`src/rtl/dram_req_queue.sv`:
```
// Request FIFO plus single-outstanding issue engine in front of a DRAM controller.
// Reads return their data in request order through a one-cycle response strobe.
module dram_req_queue #(
    parameter int U_ADDR_WIDTH = 12,
    parameter int U_DATA_WIDTH = 8,
    parameter int DEPTH        = 4
) (
    input  logic                    u_clk,
    input  logic                    u_rst_n,
    input  logic                    req_valid,
    output logic                    req_ready,
    input  logic                    req_cmd,
    input  logic [U_ADDR_WIDTH-1:0] req_addr,
    input  logic [U_DATA_WIDTH-1:0] req_wdata,
    output logic                    rsp_valid,
    output logic [U_DATA_WIDTH-1:0] rsp_data,
    output logic [$clog2(DEPTH):0]  occupancy,
    output logic                    u_en,
    output logic                    u_cmd,
    output logic [U_ADDR_WIDTH-1:0] u_addr,
    output logic [U_DATA_WIDTH-1:0] u_data_i,
    input  logic [U_DATA_WIDTH-1:0] u_data_o,
    input  logic                    u_data_valid,
    input  logic                    u_cmd_ack,
    input  logic                    u_busy
);

    localparam int PW = $clog2(DEPTH);
    localparam int OW = PW + 1;

    typedef enum logic [1:0] {
        IDLE,
        ISSUE,
        WAIT_DATA
    } state_t;

    state_t                  state;
    logic                    mem_cmd  [DEPTH];
    logic [U_ADDR_WIDTH-1:0] mem_addr [DEPTH];
    logic [U_DATA_WIDTH-1:0] mem_data [DEPTH];
    logic [PW-1:0]           wr_ptr;
    logic [PW-1:0]           rd_ptr;
    logic                    push;
    logic                    pop;

    assign req_ready = (occupancy < OW'(DEPTH));
    assign push      = req_valid && req_ready;
    assign pop       = (state == ISSUE) && u_cmd_ack;

    // Entry storage; only written on an accepted push, so a full-queue push is harmless.
    always_ff @(posedge u_clk) begin
        if (push) begin
            mem_cmd[wr_ptr]  <= req_cmd;
            mem_addr[wr_ptr] <= req_addr;
            mem_data[wr_ptr] <= req_wdata;
        end
    end

    // Head/tail pointers wrap naturally (power-of-two depth); count tracks push minus pop.
    always_ff @(posedge u_clk or negedge u_rst_n) begin
        if (!u_rst_n) begin
            wr_ptr    <= '0;
            rd_ptr    <= '0;
            occupancy <= '0;
        end else begin
            if (push) wr_ptr <= wr_ptr + PW'(1);
            if (pop)  rd_ptr <= rd_ptr + PW'(1);
            case ({push, pop})
                2'b10:   occupancy <= occupancy + OW'(1);
                2'b01:   occupancy <= occupancy - OW'(1);
                default: occupancy <= occupancy;
            endcase
        end
    end

    // Issue FSM: present head entry, hold until ack, then collect read data if needed.
    always_ff @(posedge u_clk or negedge u_rst_n) begin
        if (!u_rst_n) begin
            state     <= IDLE;
            u_en      <= 1'b0;
            u_cmd     <= 1'b0;
            u_addr    <= '0;
            u_data_i  <= '0;
            rsp_valid <= 1'b0;
            rsp_data  <= '0;
        end else begin
            rsp_valid <= 1'b0;
            case (state)
                IDLE: begin
                    if ((occupancy != '0) && !u_busy) begin
                        u_en     <= 1'b1;
                        u_cmd    <= mem_cmd[rd_ptr];
                        u_addr   <= mem_addr[rd_ptr];
                        u_data_i <= mem_data[rd_ptr];
                        state    <= ISSUE;
                    end
                end
                ISSUE: begin
                    if (u_cmd_ack) begin
                        u_en <= 1'b0;
                        if (u_cmd) begin
                            state <= IDLE;
                        end else if (u_data_valid) begin
                            rsp_valid <= 1'b1;
                            rsp_data  <= u_data_o;
                            state     <= IDLE;
                        end else begin
                            state <= WAIT_DATA;
                        end
                    end
                end
                WAIT_DATA: begin
                    if (u_data_valid) begin
                        rsp_valid <= 1'b1;
                        rsp_data  <= u_data_o;
                        state     <= IDLE;
                    end
                end
                default: state <= IDLE;
            endcase
        end
    end

endmodule

```
`config.mk`:
```
export PLATFORM = sky130hd
export DESIGN_NAME = dram_req_queue
export DESIGN_NICKNAME = d
export VERILOG_FILES = /design/src/rtl/dram_req_queue.sv
export SDC_FILE = /design/constraint.sdc
export NUM_CORES = 1
export LEC_CHECK = 0
export ABC_AREA = 1
export CAP_MARGIN = 10
export CELL_PAD_IN_SITES_DETAIL_PLACEMENT = 0
export CELL_PAD_IN_SITES_GLOBAL_PLACEMENT = 1
export CORE_MARGIN = 5
export CORE_UTILIZATION = 43
export DETAILED_ROUTE_END_ITERATION = 16
export GPL_TIMING_DRIVEN = 0
export HOLD_SLACK_MARGIN = 0.08
export PLACE_DENSITY = 0.84
export REMOVE_ABC_BUFFERS = 1
export SLEW_MARGIN = 20
export SYNTH_ARGS = -nofsm -noshare
export SYNTH_HDL_FRONTEND = slang
export SYNTH_SLANG_ARGS = --single-unit
export TNS_END_PERCENT = 10
```
`constraint.sdc`:
```
create_clock -name u_clk -period 2.6 [get_ports u_clk]
set_input_delay 0.78 -clock u_clk [delete_from_list [all_inputs] [get_ports u_clk]]
set_output_delay 0.78 -clock u_clk [all_outputs]
set_load 0.01 [all_outputs]
```
==> run_summary.xml, run 1 <==
<?xml version="1.0" encoding="UTF-8"?>
<metrics>
  <group name="cells_and_area">
    <metric name="area_growth_syn_to_layout" unit="%">26.72</metric>
    <metric name="finish.cell_count_without_fillers" unit="">704</metric>
    <metric name="multi_input_area" unit="sq um">1405</metric>
    <metric name="drive_gt1_share" unit="%">8.618</metric>
    <metric name="number_of_filler_instances_in_the_final_layout" unit="">998</metric>
    <metric name="regArea" unit="sq um">3526</metric>
    <metric name="layout.nets" unit="">588</metric>
    <metric name="antenna_cells" unit="">0</metric>
  </group>
  <group name="timing">
    <metric name="period_share" unit="%">93.53</metric>
    <metric name="timing.clock.skew" unit="ps">5.822</metric>
    <metric name="rsz0062_at_grt" unit="">no</metric>
    <metric name="final-hold-violation-count" unit="">0</metric>
    <metric name="max_freq" unit="MHz">411.2</metric>
    <metric name="maxSlewViolCount" unit="">0</metric>
    <metric name="final_period_minus_worst_setup_slack" unit="ps">2432</metric>
    <metric name="smallest_hold_slack" unit="ps">255.2</metric>
    <metric name="setup-violations-final" unit="">0</metric>
    <metric name="max_slew_margin" unit="%">45.38</metric>
    <metric name="worst_max_slew_pin_slew" unit="ps">819.3</metric>
    <metric name="setup_slack" unit="ps">168.3</metric>
  </group>
  <group name="power_and_ir_drop">
    <metric name="power.combinational.fraction" unit="%">31.5</metric>
    <metric name="power-per-cell-area" unit="nW/um^2">1185</metric>
    <metric name="p_int" unit="W">0.005263</metric>
    <metric name="p_sw" unit="W">0.002563</metric>
    <metric name="power.switching_fraction" unit="%">32.75</metric>
    <metric name="power.ir.vdd_worst" unit="mV">0.4676</metric>
    <metric name="leakagePower" unit="nW">2.768</metric>
    <metric name="power.share.clock" unit="%">30.3</metric>
    <metric name="share_seq_of_total_power" unit="%">38.2</metric>
  </group>
  <group name="critical_path">
    <metric name="critical_path_source_type" unit="">primary input</metric>
    <metric name="timing.critical_path.slowest_stage_cell" unit="">sky130_fd_sc_hd__clkdlybuf4s50_1</metric>
    <metric name="crit_top_cell" unit="">sky130_fd_sc_hd__nand2_1</metric>
    <metric name="slowest_delay" unit="ps">400</metric>
    <metric name="arrival_time_of_the_worst_setup_path" unit="ps">2760</metric>
    <metric name="cp.buffers_inverters" unit="">2</metric>
    <metric name="critPathTopFamily" unit="">simple AND/OR/NAND/NOR gates</metric>
    <metric name="timing.critical_path.cells" unit="">clkdlybuf4s50_1 -&gt; nand2_1 -&gt; ha_1 -&gt; inv_1 -&gt; fa_1 -&gt; or2_2 -&gt; nand2_1 -&gt; xor2_1</metric>
    <metric name="worst-setup-path-type" unit="">primary input to register</metric>
    <metric name="timing.critical_path.to_type" unit="">register</metric>
    <metric name="timing.critical_path.required" unit="ps">2930</metric>
    <metric name="maximum_fanout_count_along_the_critical_path" unit="">8</metric>
  </group>
  <group name="logic_synthesis">
    <metric name="yosysSeqAreaShare" unit="%">67.59</metric>
    <metric name="asyncSetResetFlopFracSynth" unit="%">32.26</metric>
    <metric name="post_synth.cell_area_avg" unit="sq um">11.02</metric>
    <metric name="post-synth-top-area-fraction" unit="%">48.39</metric>
    <metric name="synth_commonest_cells" unit="">sky130_fd_sc_hd__nand2_1, sky130_fd_sc_hd__edfxtp_1, sky130_fd_sc_hd__nor2_1</metric>
    <metric name="synthesized_cell_area" unit="sq um">5212</metric>
    <metric name="synth.top_cells.by_area" unit="">sky130_fd_sc_hd__edfxtp_1, sky130_fd_sc_hd__dfrtp_1, sky130_fd_sc_hd__nand2_1</metric>
    <metric name="yosys.cell_count.top_type" unit="">sky130_fd_sc_hd__nand2_1</metric>
    <metric name="synth_top_cell_by_area" unit="">sky130_fd_sc_hd__edfxtp_1</metric>
    <metric name="ys_dominant_reg_cell" unit="">sky130_fd_sc_hd__edfxtp_1</metric>
    <metric name="post_synth_inst_count" unit="">473</metric>
    <metric name="synthesis.yosys.warnings" unit="">0</metric>
    <metric name="count_of_distinct_cell_types_in_the_synthesized_netlist" unit="">27</metric>
    <metric name="synth-edff-count" unit="">84</metric>
    <metric name="flip_flop_and_latch_count_after_synthesis" unit="">124</metric>
  </group>
  <group name="floorplanning">
    <metric name="start_util" unit="%">43.58</metric>
    <metric name="ios" unit="">70</metric>
    <metric name="placeableCoreArea" unit="sq um">11960</metric>
    <metric name="num_rows" unit="">40</metric>
    <metric name="die-height" unit="um">120.1</metric>
    <metric name="total_die_area" unit="sq um">14420</metric>
    <metric name="fp.dieW" unit="um">120.1</metric>
  </group>
  <group name="global_routing">
    <metric name="global_route.usage.total" unit="%">14.85</metric>
    <metric name="first_global_vias" unit="">3332</metric>
    <metric name="antenna_found_initial" unit="">0</metric>
    <metric name="global_route_wire_length_before_repair" unit="mm">16.33</metric>
    <metric name="pin_count_of_the_biggest_net_entering_global_routing" unit="">44</metric>
    <metric name="grt.overflow.total" unit="">0</metric>
  </group>
  <group name="worst_hold_path">
    <metric name="min_path_type" unit="">primary input to async pin</metric>
  </group>
  <group name="clocking">
    <metric name="root_buffer" unit="">sky130_fd_sc_hd__clkbuf_16</metric>
    <metric name="cts-root-to-sink-buffers" unit="">2</metric>
    <metric name="cts_max_level" unit="">4</metric>
    <metric name="number_of_buffers_added_to_fix_hold_violations_after_cts" unit="">0</metric>
    <metric name="cts.clk_slew.worst_paths" unit="ps">60</metric>
    <metric name="clock_sink_count" unit="">124</metric>
    <metric name="post_cts_resized" unit="">0</metric>
    <metric name="cts.repair_timing.setup_buffer_count" unit="">0</metric>
    <metric name="tritoncts" unit="">done</metric>
    <metric name="cts_buffers" unit="">17</metric>
    <metric name="latest_clock_arrival_within_the_worst_skew_pair" unit="ps">410</metric>
  </group>
  <group name="drt">
    <metric name="drtPass1Iterations" unit="">4</metric>
    <metric name="drt-initial-drc-count" unit="">127</metric>
    <metric name="drt_drc_violations_left" unit="">0</metric>
    <metric name="drt-vias-per-instance" unit="">4.675</metric>
    <metric name="via_count" unit="">3291</metric>
    <metric name="drt.antenna.violating_nets" unit="">0</metric>
    <metric name="route.final.wire_length" unit="mm">9.923</metric>
    <metric name="routedWlPerCell" unit="um">14.10</metric>
  </group>
  <group name="placement">
    <metric name="dp_cells" unit="">672</metric>
    <metric name="pre_cts_ws" unit="ps">-259.8</metric>
    <metric name="place.port_buffers" unit="">69</metric>
    <metric name="globalplace.congestion" unit="">0.7668</metric>
    <metric name="detailedPlacementHpwl" unit="mm">6.154</metric>
  </group>
  <group name="outcome">
    <metric name="status" unit="">completed</metric>
  </group>
  <group name="flow_run">
    <metric name="drv.max_cap_violation_count" unit="">0</metric>
  </group>
</metrics>
power groups by stage:
stage	clock network (W)	registers, W	logic [W]
final	0.00237	0.00299	0.00246
after global routing	0.00250	0.00306	0.00280
after CTS	0.00240	0.00299	0.00252
after detailed placement	0	0.00302	0.00250
after global placement	0	0.00307	0.00231
after floorplan	0	0.00310	0.00128
final timing paths:
kind,from,to,slack [ps],depth (start not counted)
max,req_valid,occupancy[2]$_DFFE_PN0P_,170,8
min reg2reg,rsp_data[6]$_DFFE_PN0P_,rsp_data[6]$_DFFE_PN0P_,470,2
max in group asynchronous,u_rst_n,rd_ptr[1]$_DFFE_PN0N_,1870,2
max reg2reg,state[1]$_DFFE_PN0P_,occupancy[2]$_DFFE_PN0P_,420,10
min in group u_clk,rsp_data[6]$_DFFE_PN0P_,rsp_data[6]$_DFFE_PN0P_,470,2
min,u_rst_n,u_data_i[2]$_DFFE_PN0P_,260,1
routing by layer:
| layer | track usage, % | share of wire, % | vias up |
|---|---|---|---|
| li1 | - | - | 1666 |
| met1 | 16.50 | 41 | 1539 |
| met2 | 26.03 | 51 | 70 |
| met3 | 5.090 | 6.5 | 16 |
| met4 | 6.013 | 1.6 | 0 |
| met5 | 0 | 0 | - |
per-stage QoR:
stage | util (%) | TNS [ps] | power (W) | cell area [sq um]
2_1_floorplan | - | 0 | 0.004388 | 5049
3_3_place_gp | 49.52 | -108270 | 0.005380 | 5923
3_5_place_dp | 50.08 | -4427 | 0.005528 | 5991
4_1_cts | 55.22 | 0 | 0.007912 | 6605
5_1_grt | 55.22 | 0 | 0.008359 | 6605
6_report | 55.22 | 0 | 0.007826 | 6605
cell type report:
class | instances | share of cell area, %
Sequential cell | 124 | 53.38
Tap cell | 147 | 2.785
Inverter | 40 | 2.273
Clock buffer | 21 | 7.615
Multi-Input combinational cell | 290 | 21.27
Clock inverter | 11 | 1.686
Timing Repair Buffer | 71 | 10.99
flip-flops by register name, summed over array words and instances (netlist names):
| register | cells |
|---|---|
| rsp_data | 8 |
| mem_addr | 48 |
| u_cmd | 1 |
| wr_ptr | 2 |
| rd_ptr | 2 |
| mem_cmd | 4 |
| rsp_valid | 1 |
| u_en | 1 |
| state | 2 |
| occupancy | 3 |
| u_addr | 12 |
| mem_data | 32 |
| u_data_i | 8 |
kinds of logic (layout without fill, tap and decap cells):
group	count (synthesis)	count (layout)	synth area share (%)
fa+ha+maj	9	9	2.304
flops	124	124	67.59
xor+xnor	4	4	0.6722
simple gates	251	251	19.68
buf+inv	59	143	6.025
compound gates	26	26	3.721
placed cells by master (no fill, tap or decap), drive strengths merged:
cell,count
clkinv,6
edfxtp,84
or2,22
clkbuf,21
o21ai,2
nor3b,1
buf,3
clkdlybuf4s50,68
nor2,56
nand2,162
nand3,10
clkinvlp,3
o211ai,21
fa,1
xnor2,1
bufinv,2
ha,8
dfrtp,40
inv,40
xor2,3
a21oi,3
worst reg2reg max path, cell delays in order (launching register included):
cell and delay [ps]:
sky130_fd_sc_hd__dfrtp_1 400, sky130_fd_sc_hd__inv_1 90, sky130_fd_sc_hd__ha_1 290, sky130_fd_sc_hd__nand2_1 140, sky130_fd_sc_hd__inv_1 100, sky130_fd_sc_hd__ha_1 140
sky130_fd_sc_hd__inv_1 60, sky130_fd_sc_hd__fa_1 370, sky130_fd_sc_hd__or2_2 300, sky130_fd_sc_hd__nand2_1 90, sky130_fd_sc_hd__xor2_1 140
Note: power is estimated with default switching activity, not from simulation.
==> inputs of run 2 (changes only) <==
MAX_ROUTING_LAYER = met4   (was unset)
==> run 2 against run 1 <==
Critical path depth unchanged. Sequential share of layout area unchanged. Power barely moved. Cell area stayed put. Combinational power hardly changed. Clock skew up 1.5 ps. Core utilization did not move. Register-to-register slack barely moved. Largest power group unchanged.
==> run_summary.xml, run 2 (synthesized netlist as in run 1, its figures left out) <==
<?xml version="1.0" encoding="UTF-8"?>
<metrics>
  <group name="power_and_ir_drop">
    <metric name="power.share.clock" unit="%">30.3</metric>
    <metric name="power-per-cell-area" unit="nW/um^2">1184</metric>
    <metric name="share_seq_of_total_power" unit="%">38.3</metric>
    <metric name="power.switching_fraction" unit="%">32.70</metric>
    <metric name="p_sw" unit="W">0.002557</metric>
    <metric name="leakagePower" unit="nW">2.768</metric>
    <metric name="power.combinational.fraction" unit="%">31.5</metric>
    <metric name="power.ir.vdd_worst" unit="mV">0.4662</metric>
    <metric name="p_int" unit="W">0.005263</metric>
  </group>
  <group name="critical_path">
    <metric name="arrival_time_of_the_worst_setup_path" unit="ps">2760</metric>
    <metric name="crit_path_depth" unit="">8</metric>
    <metric name="timing.critical_path.slowest_stage_cell" unit="">sky130_fd_sc_hd__clkdlybuf4s50_1</metric>
    <metric name="maximum_fanout_count_along_the_critical_path" unit="">8</metric>
    <metric name="timing.critical_path.required" unit="ps">2930</metric>
    <metric name="critical_path_source_type" unit="">primary input</metric>
    <metric name="timing.critical_path.to_type" unit="">register</metric>
    <metric name="worstRegToRegCells" unit="">10</metric>
    <metric name="timing.critical_path.cells" unit="">clkdlybuf4s50_1 -&gt; nand2_1 -&gt; ha_1 -&gt; inv_1 -&gt; fa_1 -&gt; or2_2 -&gt; nand2_1 -&gt; xor2_1</metric>
    <metric name="slowest_delay" unit="ps">400</metric>
    <metric name="crit_top_cell" unit="">sky130_fd_sc_hd__nand2_1</metric>
    <metric name="worst-setup-path-type" unit="">primary input to register</metric>
    <metric name="critPathTopFamily" unit="">simple AND/OR/NAND/NOR gates</metric>
    <metric name="cp.buffers_inverters" unit="">2</metric>
  </group>
  <group name="cells_and_area">
    <metric name="drive_gt1_share" unit="%">8.618</metric>
    <metric name="antenna_cells" unit="">0</metric>
    <metric name="finalCoreUtilization" unit="%">55.22</metric>
    <metric name="leading_cell_type_in_the_layout_fill_and_taps_excluded" unit="">sky130_fd_sc_hd__nand2_1</metric>
    <metric name="largest_reg_flops" unit="">48</metric>
    <metric name="finish.cell_count_without_fillers" unit="">704</metric>
    <metric name="biggestRegsByFlops" unit="">mem_addr x48, mem_data x32, u_addr x12</metric>
    <metric name="layout.nets" unit="">588</metric>
    <metric name="mostFrequentLayoutCells" unit="">sky130_fd_sc_hd__nand2_1, sky130_fd_sc_hd__edfxtp_1, sky130_fd_sc_hd__clkdlybuf4s50_1, sky130_fd_sc_hd__nor2_1</metric>
    <metric name="registers.top_by_ff_count" unit="">mem_addr</metric>
    <metric name="area_growth_syn_to_layout" unit="%">26.72</metric>
  </group>
  <group name="timing">
    <metric name="setup-violations-final" unit="">0</metric>
    <metric name="setup_slack" unit="ps">170.2</metric>
    <metric name="timing.clock.skew" unit="ps">7.282</metric>
    <metric name="smallest_hold_slack" unit="ps">256.1</metric>
    <metric name="max_freq" unit="MHz">411.6</metric>
    <metric name="period_share" unit="%">93.45</metric>
    <metric name="maxSlewViolCount" unit="">0</metric>
    <metric name="final-hold-violation-count" unit="">0</metric>
    <metric name="worst_max_slew_pin_slew" unit="ps">815.4</metric>
    <metric name="rsz0062_at_grt" unit="">no</metric>
    <metric name="final_period_minus_worst_setup_slack" unit="ps">2430</metric>
    <metric name="max_slew_margin" unit="%">45.64</metric>
  </group>
  <group name="placement">
    <metric name="dp_cells" unit="">672</metric>
    <metric name="place.port_buffers" unit="">69</metric>
    <metric name="detailedPlacementHpwl" unit="mm">6.154</metric>
    <metric name="pre_cts_ws" unit="ps">-259.8</metric>
    <metric name="globalplace.congestion" unit="">0.7770</metric>
  </group>
  <group name="drt">
    <metric name="drt_drc_violations_left" unit="">0</metric>
    <metric name="routedWlPerCell" unit="um">14.12</metric>
    <metric name="route.final.wire_length" unit="mm">9.940</metric>
    <metric name="drt-initial-drc-count" unit="">125</metric>
    <metric name="drtPass1Iterations" unit="">4</metric>
    <metric name="via_count" unit="">3301</metric>
    <metric name="drt.antenna.violating_nets" unit="">0</metric>
    <metric name="drt-vias-per-instance" unit="">4.689</metric>
  </group>
  <group name="global_routing">
    <metric name="global_route_wire_length_before_repair" unit="mm">16.32</metric>
    <metric name="pin_count_of_the_biggest_net_entering_global_routing" unit="">44</metric>
    <metric name="grt.overflow.total" unit="">0</metric>
    <metric name="antenna_found_initial" unit="">0</metric>
    <metric name="global_route.usage.total" unit="%">15.28</metric>
    <metric name="first_global_vias" unit="">3329</metric>
  </group>
  <group name="clocking">
    <metric name="tritoncts" unit="">done</metric>
    <metric name="cts-root-to-sink-buffers" unit="">2</metric>
    <metric name="cts.repair_timing.setup_buffer_count" unit="">0</metric>
    <metric name="clock_sink_count" unit="">124</metric>
    <metric name="cts_buffers" unit="">17</metric>
    <metric name="number_of_buffers_added_to_fix_hold_violations_after_cts" unit="">0</metric>
    <metric name="post_cts_resized" unit="">0</metric>
    <metric name="root_buffer" unit="">sky130_fd_sc_hd__clkbuf_16</metric>
    <metric name="cts_max_level" unit="">4</metric>
    <metric name="latest_clock_arrival_within_the_worst_skew_pair" unit="ps">410</metric>
    <metric name="cts.clk_slew.worst_paths" unit="ps">60</metric>
  </group>
  <group name="floorplanning">
    <metric name="num_rows" unit="">40</metric>
    <metric name="total_die_area" unit="sq um">14420</metric>
    <metric name="ios" unit="">70</metric>
    <metric name="placeableCoreArea" unit="sq um">11960</metric>
    <metric name="die-height" unit="um">120.1</metric>
    <metric name="start_util" unit="%">43.58</metric>
    <metric name="fp.dieW" unit="um">120.1</metric>
  </group>
  <group name="outcome">
    <metric name="status" unit="">completed</metric>
  </group>
  <group name="flow_run">
    <metric name="drv.max_cap_violation_count" unit="">0</metric>
  </group>
  <group name="worst_hold_path">
    <metric name="min_path_type" unit="">primary input to async pin</metric>
  </group>
</metrics>
-- run 2: worst reg2reg max path, stage by stage (launching register included) --
cell and delay (ps):
sky130_fd_sc_hd__dfrtp_1 400, sky130_fd_sc_hd__inv_1 90, sky130_fd_sc_hd__ha_1 290, sky130_fd_sc_hd__nand2_1 140, sky130_fd_sc_hd__inv_1 100, sky130_fd_sc_hd__ha_1 140, sky130_fd_sc_hd__inv_1 60, sky130_fd_sc_hd__fa_1 370
sky130_fd_sc_hd__or2_2 300, sky130_fd_sc_hd__nand2_1 90, sky130_fd_sc_hd__xor2_1 140
-- run 2: power by group through the flow --
stage                     registers [W]  logic (W)  clock network, W
after floorplan                 0.00310    0.00128                 0
after global placement          0.00307    0.00231                 0
after detailed placement        0.00302    0.00250                 0
after CTS                       0.00299    0.00252           0.00240
after global routing            0.00306    0.00280           0.00250
final                           0.00299    0.00246           0.00237
-- run 2: metal layers --
metal / up-vias / wire (um) / GRT usage [%]
met5: - / 0 / -
met4: 0 / 128 / 5.583
met3: 15 / 679 / 5.278
met2: 76 / 5052 / 26.03
met1: 1543 / 4079 / 16.56
li1: 1667 / - / -
-- run 2: final timing paths --
check	startpoint	endpoint	slack, ps
min	u_rst_n	rsp_data[1]$_DFFE_PN0P_	260
max	req_valid	occupancy[2]$_DFFE_PN0P_	170
max in group asynchronous	u_rst_n	rd_ptr[1]$_DFFE_PN0N_	1870
min in group u_clk	rsp_data[6]$_DFFE_PN0P_	rsp_data[6]$_DFFE_PN0P_	470
max reg2reg	state[1]$_DFFE_PN0P_	occupancy[2]$_DFFE_PN0P_	420
min reg2reg	rsp_data[6]$_DFFE_PN0P_	rsp_data[6]$_DFFE_PN0P_	470
-- run 2: stage by stage --
step	TNS, ps	total power, W	cell area [sq um]
after floorplan	0	0.004388	5049
after global placement	-108270	0.005380	5923
after detailed placement	-4427	0.005528	5991
after CTS	0	0.007912	6605
after global routing	0	0.008360	6605
final	0	0.007820	6605
-- run 2: final cells by class --
type	count	area, sq um
clock buffer	21	503.0
clock inverter	11	111.4
fill	998	5356
inverter	40	150.1
multi-input combinational	290	1405
sequential	124	3526
tap	147	183.9
timing repair buffer	71	725.7
==> inputs of run 3 (changes only) <==
SKIP_LAST_GASP = 1   (was unset)
==> results of run 3 <==
Final layout, timing and power as in run 2 (identical DEF).
